**config.mk**
```make
export PLATFORM = sky130hd
export DESIGN_NAME = lsu_mem_stage
export DESIGN_NICKNAME = d
export VERILOG_FILES = /design/src/rtl/lsu_mem_stage.sv
export SDC_FILE = /design/constraint.sdc
export NUM_CORES = 1
export LEC_CHECK = 0
export ABC_CLOCK_PERIOD_IN_PS = 3100
export CAP_MARGIN = 10
export CORE_UTILIZATION = 46
export CTS_CLUSTER_DIAMETER = 50
export CTS_CLUSTER_SIZE = 24
export DETAILED_ROUTE_END_ITERATION = 16
export GPL_TIMING_DRIVEN = 0
export PLACE_DENSITY = 0.93
export SKIP_LAST_GASP = 1
export SYNTH_ARGS = -nofsm -noshare
export SYNTH_HDL_FRONTEND = slang
export SYNTH_SLANG_ARGS = --single-unit
```
**constraint.sdc**
```tcl
create_clock -name clk -period 3.1 [get_ports clk]
set_clock_uncertainty 0.05 [all_clocks]
set_input_delay 0.31 -clock clk [delete_from_list [all_inputs] [get_ports clk]]
set_output_delay 0.31 -clock clk [all_outputs]
set_load 0.05 [all_outputs]
```
**src/rtl/lsu_mem_stage.sv**
```systemverilog
// Memory-access stage between execute and writeback: runs RV32I loads/stores over a
// variable-latency req/ack data port and emits one registered writeback record per instruction.
module lsu_mem_stage #(
    parameter int TIMEOUT_CYC = 255,
    parameter int CNT_W       = 8
) (
    input  logic        clk,
    input  logic        rst_n,
    input  logic        ex_valid,
    output logic        ex_ready,
    input  logic [31:0] ex_inst,
    input  logic [31:0] ex_result,
    input  logic [31:0] ex_rs2_data,
    output logic        dmem_req,
    output logic        dmem_we,
    output logic [31:0] dmem_addr,
    output logic [31:0] dmem_wdata,
    output logic [3:0]  dmem_wstrb,
    input  logic        dmem_ack,
    input  logic [31:0] dmem_rdata,
    output logic        wb_valid,
    output logic        wb_we,
    output logic [4:0]  wb_rd,
    output logic [31:0] wb_data,
    output logic        exc_misalign,
    output logic        exc_timeout
);
    localparam logic [6:0] OPC_LOAD    = 7'b0000011;
    localparam logic [6:0] OPC_STORE   = 7'b0100011;
    localparam logic [6:0] OPC_ALU     = 7'b0110011;
    localparam logic [6:0] OPC_ALU_IMM = 7'b0010011;
    localparam logic [6:0] OPC_LUI     = 7'b0110111;
    localparam logic [6:0] OPC_AUIPC   = 7'b0010111;
    localparam logic [CNT_W-1:0] TIMEOUT_VAL = CNT_W'(TIMEOUT_CYC);

    typedef enum logic {IDLE, ACCESS} state_t;

    state_t           state;
    logic [CNT_W-1:0] cnt;
    logic [CNT_W-1:0] cnt_inc;
    logic [31:0]      acc_addr;
    logic [2:0]       acc_funct3;
    logic [4:0]       acc_rd;
    logic             acc_load;

    logic [6:0]  opcode;
    logic [2:0]  funct3;
    logic [4:0]  rd;
    logic        unused_inst_bits;
    logic        is_load;
    logic        is_store;
    logic        writes_rd;
    logic        access_ok;
    logic [31:0] st_wdata;
    logic [3:0]  st_wstrb;
    logic [7:0]  ld_byte;
    logic [15:0] ld_half;
    logic [31:0] ld_data;

    assign opcode           = ex_inst[6:0];
    assign rd               = ex_inst[11:7];
    assign funct3           = ex_inst[14:12];
    assign unused_inst_bits = ^ex_inst[31:15];
    assign ex_ready         = (state == IDLE);
    assign cnt_inc          = cnt + 1'b1;

    // Decode, alignment check and store lane steering for the incoming instruction.
    always_comb begin
        is_load   = (opcode == OPC_LOAD);
        is_store  = (opcode == OPC_STORE);
        writes_rd = (opcode == OPC_ALU) || (opcode == OPC_ALU_IMM) ||
                    (opcode == OPC_LUI) || (opcode == OPC_AUIPC);
        access_ok = 1'b0;
        st_wdata  = ex_rs2_data;
        st_wstrb  = 4'b1111;
        case (funct3)
            3'b000: begin
                access_ok = 1'b1;
                st_wdata  = {4{ex_rs2_data[7:0]}};
                st_wstrb  = 4'b0001 << ex_result[1:0];
            end
            3'b001: begin
                access_ok = ~ex_result[0];
                st_wdata  = {2{ex_rs2_data[15:0]}};
                st_wstrb  = 4'b0011 << ex_result[1:0];
            end
            3'b010:  access_ok = (ex_result[1:0] == 2'b00);
            3'b100:  access_ok = is_load;
            3'b101:  access_ok = is_load & ~ex_result[0];
            default: access_ok = 1'b0;
        endcase
    end

    // Load lane extraction from the returned word using the latched address.
    always_comb begin
        ld_byte = dmem_rdata[{acc_addr[1:0], 3'b000} +: 8];
        ld_half = dmem_rdata[{acc_addr[1], 4'b0000} +: 16];
        case (acc_funct3)
            3'b000:  ld_data = {{24{ld_byte[7]}}, ld_byte};
            3'b001:  ld_data = {{16{ld_half[15]}}, ld_half};
            3'b100:  ld_data = {24'h0, ld_byte};
            3'b101:  ld_data = {16'h0, ld_half};
            default: ld_data = dmem_rdata;
        endcase
    end

    always_ff @(posedge clk or negedge rst_n) begin
        if (!rst_n) begin
            state        <= IDLE;
            cnt          <= '0;
            acc_addr     <= '0;
            acc_funct3   <= '0;
            acc_rd       <= '0;
            acc_load     <= 1'b0;
            dmem_req     <= 1'b0;
            dmem_we      <= 1'b0;
            dmem_addr    <= '0;
            dmem_wdata   <= '0;
            dmem_wstrb   <= '0;
            wb_valid     <= 1'b0;
            wb_we        <= 1'b0;
            wb_rd        <= '0;
            wb_data      <= '0;
            exc_misalign <= 1'b0;
            exc_timeout  <= 1'b0;
        end else begin
            wb_valid     <= 1'b0;
            exc_misalign <= 1'b0;
            exc_timeout  <= 1'b0;
            case (state)
                IDLE: begin
                    if (ex_valid) begin
                        wb_rd <= rd;
                        if (is_load || is_store) begin
                            if (access_ok) begin
                                state      <= ACCESS;
                                cnt        <= '0;
                                dmem_req   <= 1'b1;
                                dmem_we    <= is_store;
                                dmem_addr  <= {ex_result[31:2], 2'b00};
                                dmem_wdata <= st_wdata;
                                dmem_wstrb <= is_store ? st_wstrb : 4'b0000;
                                acc_addr   <= ex_result;
                                acc_funct3 <= funct3;
                                acc_rd     <= rd;
                                acc_load   <= is_load;
                            end else begin
                                wb_valid     <= 1'b1;
                                wb_we        <= 1'b0;
                                wb_data      <= ex_result;
                                exc_misalign <= 1'b1;
                            end
                        end else begin
                            wb_valid <= 1'b1;
                            wb_we    <= writes_rd && (rd != 5'd0);
                            wb_data  <= ex_result;
                        end
                    end
                end
                ACCESS: begin
                    // An ack arriving in the expiry cycle still completes the access.
                    if (dmem_ack) begin
                        state    <= IDLE;
                        dmem_req <= 1'b0;
                        wb_valid <= 1'b1;
                        wb_we    <= acc_load && (acc_rd != 5'd0);
                        wb_data  <= acc_load ? ld_data : acc_addr;
                    end else if ((TIMEOUT_CYC != 0) && (cnt_inc == TIMEOUT_VAL)) begin
                        state       <= IDLE;
                        dmem_req    <= 1'b0;
                        wb_valid    <= 1'b1;
                        wb_we       <= 1'b0;
                        wb_data     <= acc_addr;
                        exc_timeout <= 1'b1;
                    end else begin
                        cnt <= cnt_inc;
                    end
                end
                default: state <= IDLE;
            endcase
        end
    end
endmodule

```
==> impl_metrics.toml, run 1 <==
[route]
drt_first_pass_iters = 5
routed_wl_mm = 22.82
postRouteAntennaNets = 0
wl_per_cell_um = 20.41
routed-via-count = 6483
viasPerCell = 5.799
drt_iter0_drc = 634
drc_errors = 0

[cts]
cts_sinks = 129
cts_buffer_depth = 2
htreeDepth = 4
ctsHoldBuffers = 1
path_clk_slew_ns = 0.06
cts-resized-gates = 0
root_buffer = "clkbuf_16"
post_cts_buffers = 0
cts_tree = "done"
cts_buffers = 17
clk_latency_ns = 0.42

[grt]
grt_pass1_wl_mm = 35.81
grt_util_all_layers = 0.2974
antenna_found_initial = 0
grt_max_degree = 70
grt_pass1_vias = 6632
grt-ovfl-total = 0

[setup_path]
cp_slowest_cell = "a21oi_1"
startpoint_type = "register"
cp_max_fo = 10
required_ns = 3.36
cpPeakStageDelay_ns = 0.50
end_kind = "register"
cp_cell_sequence = "buf_2, or2_2, mux4_2, a21oi_1, clkbuf_1, a221oi_1, mux2_4"
worst_ep_arrival_time_ns = 3.19
crit_type = "register to register"

[power_and_ir_drop]
p_switching_mw = 2.151
cellLeakagePower_nw = 4.514
power_mw = 6.380
clock_power_share = 0.349
ir_worst_vdd_mv = 0.4267
p_per_area_mw_per_mm2 = 624.9
power_frac_comb = 0.325
p_int_mw = 4.229
seqPwrFrac = 0.327
switching_share = 0.3371

[finish]
final_util = 0.6920
area_growth_pct = 45.04
n_antenna_cell = 0
drive_above_1_share = 0.1713
design_area_mm2 = 0.01021
nets = 1055
fin_cells = 1118

[timing]
setup_viol = 0
min_period_ns = 2.928
finalHoldViolCount = 0
tightest_slew_ns = 0.9640
fmax_mhz = 341.5
slew_headroom = 0.3549
finalCritPeriodShare = 0.9445
rsz0062_at_grt = "false"
drv_slew = 0

[yosys]
synth_area_mm2 = 0.007039
ys.flop_type = "dfrtp_1"
avgSynthCellArea_um2 = 10.43
async_flop_share = 1.000
ys_seq_area_frac = 0.4586
synth_cell_types = 58
synthCells = 675
yosysWarnings = 0
ys_seq_elements = 129
synth_edf_count = 0

[outcome]
status = "complete, no violations"

[place]
io_buffer_count = 223
place_congestion = 0.9512
postPlaceCellArea_mm2 = 0.009542
dpl.hpwl_mm = 16.77
place_inst = 1085

[hold_path]
min_path_type = "input port to register"

[floorplan]
io_pins = 244
die_area_mm2 = 0.01580
coreArea_mm2 = 0.01475
die_h_um = 125.7
start_util = 0.4771
die_w_um = 125.7
fp-row-count = 44

[run]
cap_violations = 0
[per-stage QoR]
stage	hold slack, ns	setup slack [ns]	TNS [ns]
global route	0.1939	0.08345	0
CTS	0.1798	0.2234	0
detailed placement	0.2709	-0.06281	-1.114
finish	0.2050	0.1720	0
global placement	0.4102	-3.405	-438.19
floorplan	-0.03559	0.6773	0
[flip-flops by register name, summed over array words and instances (netlist names), 3 cells and up]
name        cells
dmem_wstrb      4
acc_rd          5
acc_addr       32
dmem_wdata     32
cnt             8
acc_funct3      3
wb_data        32
wb_rd           5
[worst paths after layout]
check / startpoint / end / slack (ns) / cells after the start
max: acc_funct3[0]$_DFFE_PN0P_ / wb_data[29]$_DFFE_PN0P_ / 0.17 / 7
min: ex_inst[14] / acc_funct3[2]$_DFFE_PN0P_ / 0.20 / 2
max reg2reg: acc_funct3[0]$_DFFE_PN0P_ / wb_data[29]$_DFFE_PN0P_ / 0.17 / 7
min reg2reg: dmem_wdata[8]$_DFFE_PN0P_ / dmem_wdata[8]$_DFFE_PN0P_ / 0.42 / 2
max in group asynchronous: rst_n / dmem_wstrb[0]$_DFFE_PN0P_ / 1.86 / 3
min in group asynchronous: rst_n / wb_data[11]$_DFFE_PN0P_ / 0.38 / 2
[routing by layer]
metal  vias up  GRT usage  wire (um)
met2       370     0.5088      11200
met1      3162     0.3463       8760
met4         0     0.1341        806
met5         -          0          0
met3        55    0.08496       2054
li1       2896          -          -
[critical path: cells and delay by family (launching register included)]
kind	cells	cell delay (ns)
AOI/OAI and AO/OA	2	0.74
buffers and inverters	2	0.62
and+or+nand+nor	1	0.30
muxes	2	0.75
DFF	1	0.35
[cells in the mapped netlist, drive strengths merged (3+ instances only)]
master    n  area, um^2
a21oi    15       75.07
a221oi   21       183.9
a22oi     9       67.56
a311o     6       60.06
a31o      4       35.04
buf      43       316.6
clkbuf   33       125.1
clkinv    3       11.26
dfrtp   129        3228
inv      14       52.55
mux2     78       987.2
mux2i    41       410.4
nand2    86       322.8
nand2b    4       25.02
nand3     7       40.04
nor2     43       161.4
nor2b     8       50.05
o211a     8       80.08
o211ai    8       60.06
o21ai    67       335.3
o22ai     9       56.30
or2       3       18.77
or3       3       18.77
or4       4       33.78
[power groups by stage]
stage / Sequential [mW] / Clock [mW] / Combinational [mW]
global placement: 2.09 / 0 / 2.02
finish: 2.08 / 2.23 / 2.07
floorplan: 2.65 / 0 / 0.728
global route: 2.11 / 2.32 / 2.17
CTS: 2.08 / 2.25 / 2.07
detailed placement: 2.10 / 0 / 2.06
[logic make-up after synthesis]
kind of cell / count (synthesis) / share of synthesized area
buffers and inverters: 93 / 0.07181
XOR/XNOR: 1 / 0.001244
other: 1 / 0.0005327
AO/OA/AOI/OAI: 161 / 0.1555
adder cells (fa/ha/maj): 2 / 0.003554
multiplexers: 121 / 0.2049
flip-flops: 129 / 0.4586
AND/OR/NAND/NOR: 167 / 0.1038
[cell type report]
class	instances	area, um^2
flip-flops and latches	129	3228
clock inverters	9	150.1
repair buffers	226	2278
fillers	1105	4544
multi-input cells	454	3309
clock buffers	23	508.0
plain buffers	76	441.7
well taps	184	230.2
inverters	17	63.81
[cells in the final DEF, fill, tap and decap left out, types with 7 or more instances in the layout]
| cell | instances |
|---|---|
| clkdlybuf4s50_1 | 222 |
| dfrtp_1 | 129 |
| nand2_1 | 86 |
| o21ai_0 | 66 |
| nor2_1 | 43 |
| mux2_2 | 42 |
| mux2i_1 | 41 |
| buf_4 | 33 |
| clkbuf_1 | 32 |
| mux2_4 | 29 |
| a221oi_1 | 21 |
| clkbuf_16 | 17 |
| a21oi_1 | 15 |
| inv_1 | 13 |
| a22oi_1 | 9 |
| o22ai_1 | 9 |
| o211ai_1 | 8 |
| nor2b_1 | 8 |
| o211a_1 | 8 |
| mux2_1 | 7 |
Power figures use the tool's default switching activity.
==> inputs of run 2 (changes only) <==
Settings changed: PLACE_DENSITY 0.93 to 0.81.
==> run 2 against run 1 <==
Against the previous run:
- worst setup slack better by 0.0097 ns
- non-clock buffer count is 1 lower
- total power grew 0.56%
- sequential power barely moved
- fmax up 0.33%
- combinational power barely moved
- count of clock-buffer cells in the layout shrank 3
- die area unchanged
- sequential share of layout area is essentially flat
- via count fell by 0.14%
- routed wire length is 0.52% lower
- critical endpoint is now wb_data[27]$_DFFE_PN0P_
- largest cell class unchanged
==> impl_metrics.toml, run 2 (synthesis results as in run 1) <==
[setup_path]
rrSetupSlack_ns = 0.18
end_kind = "register"
cpPeakStageDelay_ns = 0.48
required_ns = 3.36
worst_ep_arrival_time_ns = 3.18
startpoint_type = "register"
cp_cell_sequence = "buf_2, or2_2, mux4_2, a21oi_1, clkbuf_1, a221oi_1, mux2_4"
crit_type = "register to register"
cp_max_fo = 10
cp_slowest_cell = "a21oi_1"
r2r_cells = 7

[power_and_ir_drop]
power_frac_comb = 0.322
p_switching_mw = 2.184
clock_power_share = 0.354
switching_share = 0.3405
p_per_area_mw_per_mm2 = 628.3
cellLeakagePower_nw = 4.494
seqPwrFrac = 0.325
p_int_mw = 4.231
ir_worst_vdd_mv = 0.3436
power_mw = 6.416

[timing]
tns_ns = 0
tightest_slew_ns = 1.076
drv_slew = 0
finalHoldViolCount = 0
rsz0062_at_grt = "false"
slew_headroom = 0.2803
setup_viol = 0
min_period_ns = 2.918
fmax_mhz = 342.7
finalCritPeriodShare = 0.9414

[floorplan]
fp-row-count = 44
die_area_mm2 = 0.01580
coreArea_mm2 = 0.01475
die_h_um = 125.7
start_util = 0.4771
io_pins = 244
die_w_um = 125.7

[route]
drc_errors = 0
routed-via-count = 6474
postRouteAntennaNets = 0
routed_wl_mm = 22.70
viasPerCell = 5.796
drt_first_pass_iters = 7
drt_iter0_drc = 580
wl_per_cell_um = 20.33

[finish]
largestRegisters = "acc_addr: 32 flops, dmem_wdata: 32 flops, wb_data: 32 flops"
nets = 1054
design_area_mm2 = 0.01021
area_growth_pct = 45.06
drive_above_1_share = 0.1704
n_antenna_cell = 0
final_cell_mix = "clkdlybuf4s50_1 (222), dfrtp_1 (129), nand2_1 (86)"
final_common_cell = "clkdlybuf4s50_1"

[cts]
cts_tree = "done"
cts_buffers = 17
post_cts_buffers = 0
root_buffer = "clkbuf_16"
clk_latency_ns = 0.42
htreeDepth = 4
path_clk_slew_ns = 0.06
cts_buffer_depth = 2
cts-resized-gates = 0
cts_sinks = 129

[grt]
grt_pass1_wl_mm = 35.89
grt_max_degree = 72
antenna_found_initial = 0
grt_util_all_layers = 0.2987
grt-ovfl-total = 0
grt_pass1_vias = 6568

[run]
cap_violations = 0

[place]
dpl.hpwl_mm = 16.40
io_buffer_count = 223
place_congestion = 0.9403
postPlaceCellArea_mm2 = 0.009539

[hold_path]
hold_depth = 2
min_path_type = "input port to register"

[outcome]
status = "complete, no violations"
[run 2: changes by cell type in the layout (fill, tap and decap cells not counted), sizes merged]
cell      previous run  this run
buf                 46        45
bufinv               4         5
clkbuf              56        53
clkinv               6         4
clkinvlp             2         5
inv                 14        15
[run 2: power groups by stage]
| stage | registers [mW] | clock network [mW] | logic [mW] |
|---|---|---|---|
| after detailed placement | 2.10 | 0 | 2.05 |
| final | 2.08 | 2.27 | 2.06 |
| after global placement | 2.10 | 0 | 2.02 |
| after floorplan | 2.65 | 0 | 0.728 |
| after global routing | 2.11 | 2.37 | 2.16 |
| after CTS | 2.08 | 2.29 | 2.07 |
[run 2: worst paths after layout]
kind | startpoint | end
worst max-delay path | acc_funct3[0]$_DFFE_PN0P_ | wb_data[27]$_DFFE_PN0P_
worst min-delay path | ex_inst[14] | acc_funct3[2]$_DFFE_PN0P_
worst max register to register | acc_funct3[0]$_DFFE_PN0P_ | wb_data[27]$_DFFE_PN0P_
worst min register to register | dmem_wdata[18]$_DFFE_PN0P_ | dmem_wdata[18]$_DFFE_PN0P_
max in group asynchronous | rst_n | dmem_wdata[10]$_DFFE_PN0P_
min in group asynchronous | rst_n | acc_addr[13]$_DFFE_PN0P_
[run 2: final cells by class]
| class | count | area [um^2] |
|---|---|---|
| multi-input cells | 454 | 3314 |
| repair buffers | 225 | 2271 |
| flip-flops and latches | 129 | 3228 |
| plain buffers | 76 | 441.7 |
| fillers | 1144 | 4543 |
| well taps | 184 | 230.2 |
| clock inverters | 12 | 205.2 |
| inverters | 17 | 63.81 |
| clock buffers | 20 | 456.7 |
[run 2: layer usage]
layer  track usage  vias up  part of all wire
met1        0.3564     3175              0.40
met2        0.4967      333              0.48
met3       0.08411       67             0.082
li1              -     2899                 -
met5             0        -                 0
met4        0.1463        0             0.041
[run 2: timing repair]
action / CTS / global route
hold endpoints to repair: 58 / 0
hold buffers: 1 / 0
setup endpoints to repair: 0 / 0
[run 2: worst max-delay path, delay by kind of cell, from the launching register on]
kind	cells	cell delay, ns
muxes	2	0.75
AOI/OAI and AO/OA	2	0.71
buffers and inverters	2	0.62
DFF	1	0.35
and+or+nand+nor	1	0.31
[run 2: stage by stage]
stage	setup WS (ns)	utilization	hold slack [ns]	cells
after CTS	0.1702	0.6921	0.1578	1117
after floorplan	0.6773	-	-0.03559	676
final	0.1817	0.6921	0.1736	1117
after global placement	-3.482	0.6443	0.4106	1083
after detailed placement	-0.1618	0.6465	0.2739	1084
after global routing	0.04218	0.6921	0.1799	1117
==> inputs of run 3 (changes only) <==
Settings changed: CORE_UTILIZATION 46 to 47, CTS_BUF_LIST from default to sky130_fd_sc_hd__clkbuf_8, PLACE_DENSITY 0.81 to 0.83.
==> run 3 against run 2 <==
Against the previous run:
- hold slack worse by 0.051 ns
- design area decreased by 2.1%
- clock power is 28% lower
- count of clock-buffer cells in the layout fell by 1
- global-route usage decreased by 1.3 points
- combinational power barely moved
- largest cell class unchanged
- cell count hardly changed
- critical path type unchanged
- utilization down 0.67 points
- flip-flop and latch count did not move
- sequential power is essentially flat
- register-to-register slack is essentially flat
==> impl_metrics.toml, run 3 (synthesis results as in run 1) <==
[outcome]
status = "complete, no violations"

[setup_path]
startpoint_type = "register"
required_ns = 3.39
cpPeakStageDelay_ns = 0.52
cp_max_fo = 10
rrSetupSlack_ns = 0.18
cp_slowest_cell = "a21oi_1"
cp_cell_sequence = "buf_2, or2_2, mux4_2, a21oi_1, clkbuf_1, a221oi_1, mux2_4"
worst_ep_arrival_time_ns = 3.21
crit_buf_inv = 2
end_kind = "register"
critical_path.top_delay_family = "multiplexers"
crit_type = "register to register"

[route]
drt_first_pass_iters = 5
wl_per_cell_um = 19.60
drc_errors = 0
drt_iter0_drc = 654
routed-via-count = 6313
viasPerCell = 5.647
routed_wl_mm = 21.91
postRouteAntennaNets = 0

[power_and_ir_drop]
p_per_area_mw_per_mm2 = 576.0
p_switching_mw = 2.087
ir_worst_vdd_mv = 0.2800
power_mw = 5.759
clock_power_share = 0.282
power_frac_comb = 0.357
cellLeakagePower_nw = 4.403
p_int_mw = 3.672
seqPwrFrac = 0.361
switching_share = 0.3624

[grt]
antenna_found_initial = 0
top_usage_layer = "met2"
grt_util_all_layers = 0.2853
met2_usage = 0.4787
grt_pass1_wl_mm = 34.18
grt_pass1_vias = 6277
grt_max_degree = 92
grt_use_met3 = 0.08720
grt-ovfl-total = 0
grt_use_met1 = 0.3499

[floorplan]
coreArea_mm2 = 0.01459
io_pins = 244
die_area_mm2 = 0.01547
fp-row-count = 44
start_util = 0.4825
die_w_um = 124.4
die_h_um = 124.4

[cts]
cts_tree = "done"
ctsHoldBuffers = 1
cts_buffer_depth = 2
htreeDepth = 4
post_cts_buffers = 0
cts-resized-gates = 0
path_clk_slew_ns = 0.08
clk_latency_ns = 0.45
cts_buffers = 17
cts_sinks = 129
root_buffer = "clkbuf_8"

[finish]
fillCellCount = 1107
design_area_mm2 = 0.009998
area_growth_pct = 42.04
final_util = 0.6853
drive_above_1_share = 0.1713
nets = 1055
largestRegisters = "acc_addr: 32 flops, dmem_wdata: 32 flops, wb_data: 32 flops"
n_antenna_cell = 0
final_cell_mix = "clkdlybuf4s50_1 (222), dfrtp_1 (129), nand2_1 (86)"
final_common_cell = "clkdlybuf4s50_1"

[timing]
finalCritPeriodShare = 0.9428
drv_slew = 0
fmax_mhz = 342.1
min_period_ns = 2.923
tns_ns = 0
rsz0062_at_grt = "false"
tightest_slew_ns = 0.9481
slew_headroom = 0.3656
setup_viol = 0
finalHoldViolCount = 0
whs_ns = 0.1224

[hold_path]
min_path_type = "input port to register"

[place]
postPlaceCellArea_mm2 = 0.009542
place_congestion = 0.9045
dpl.hpwl_mm = 16.26
io_buffer_count = 223

[run]
cap_violations = 0
[run 3: through the flow]
stage          cells  setup WS [ns]
3_3_place_gp    1083         -3.490
2_1_floorplan    676         0.6773
4_1_cts         1118         0.2379
6_report        1118         0.1773
5_1_grt         1118        0.02713
3_5_place_dp    1085        -0.1566
[run 3: layout make-up]
class | instances | area [um^2] | area share
Clock buffer | 19 | 261.5 | 0.02615
Inverter | 17 | 63.81 | 0.006382
Buffer | 76 | 441.7 | 0.04417
Tap cell | 184 | 230.2 | 0.02303
Multi-Input combinational cell | 454 | 3309 | 0.3310
Sequential cell | 129 | 3228 | 0.3229
Clock inverter | 13 | 185.2 | 0.01852
Timing Repair Buffer | 226 | 2278 | 0.2279
[run 3: worst paths after layout]
check	startpoint	end	depth (start not counted)
setup / recovery	acc_funct3[0]$_DFFE_PN0P_	wb_data[27]$_DFFE_PN0P_	7
hold / removal	ex_inst[14]	acc_funct3[2]$_DFFE_PN0P_	2
setup reg to reg	acc_funct3[0]$_DFFE_PN0P_	wb_data[27]$_DFFE_PN0P_	7
hold reg to reg	dmem_wstrb[3]$_DFFE_PN0P_	dmem_wstrb[3]$_DFFE_PN0P_	2
max in group asynchronous	rst_n	cnt[5]$_DFFE_PN0P_	3
min in group asynchronous	rst_n	acc_addr[10]$_DFFE_PN0P_	2
[run 3: metal layers]
| metal | up-vias | part of all wire | wire length, um |
|---|---|---|---|
| li1 | 2890 | - | - |
| met1 | 3055 | 0.40 | 8862 |
| met2 | 330 | 0.48 | 10580 |
| met3 | 38 | 0.089 | 1955 |
| met4 | 0 | 0.024 | 515 |
| met5 | - | 0 | 0 |
[run 3: power by group through the flow]
stage / logic [mW] / clock network [mW] / registers [mW]
final: 2.06 / 1.63 / 2.08
after detailed placement: 2.05 / 0 / 2.10
after global placement: 2.02 / 0 / 2.10
after CTS: 2.06 / 1.65 / 2.07
after global routing: 2.15 / 1.73 / 2.10
after floorplan: 0.728 / 0 / 2.65
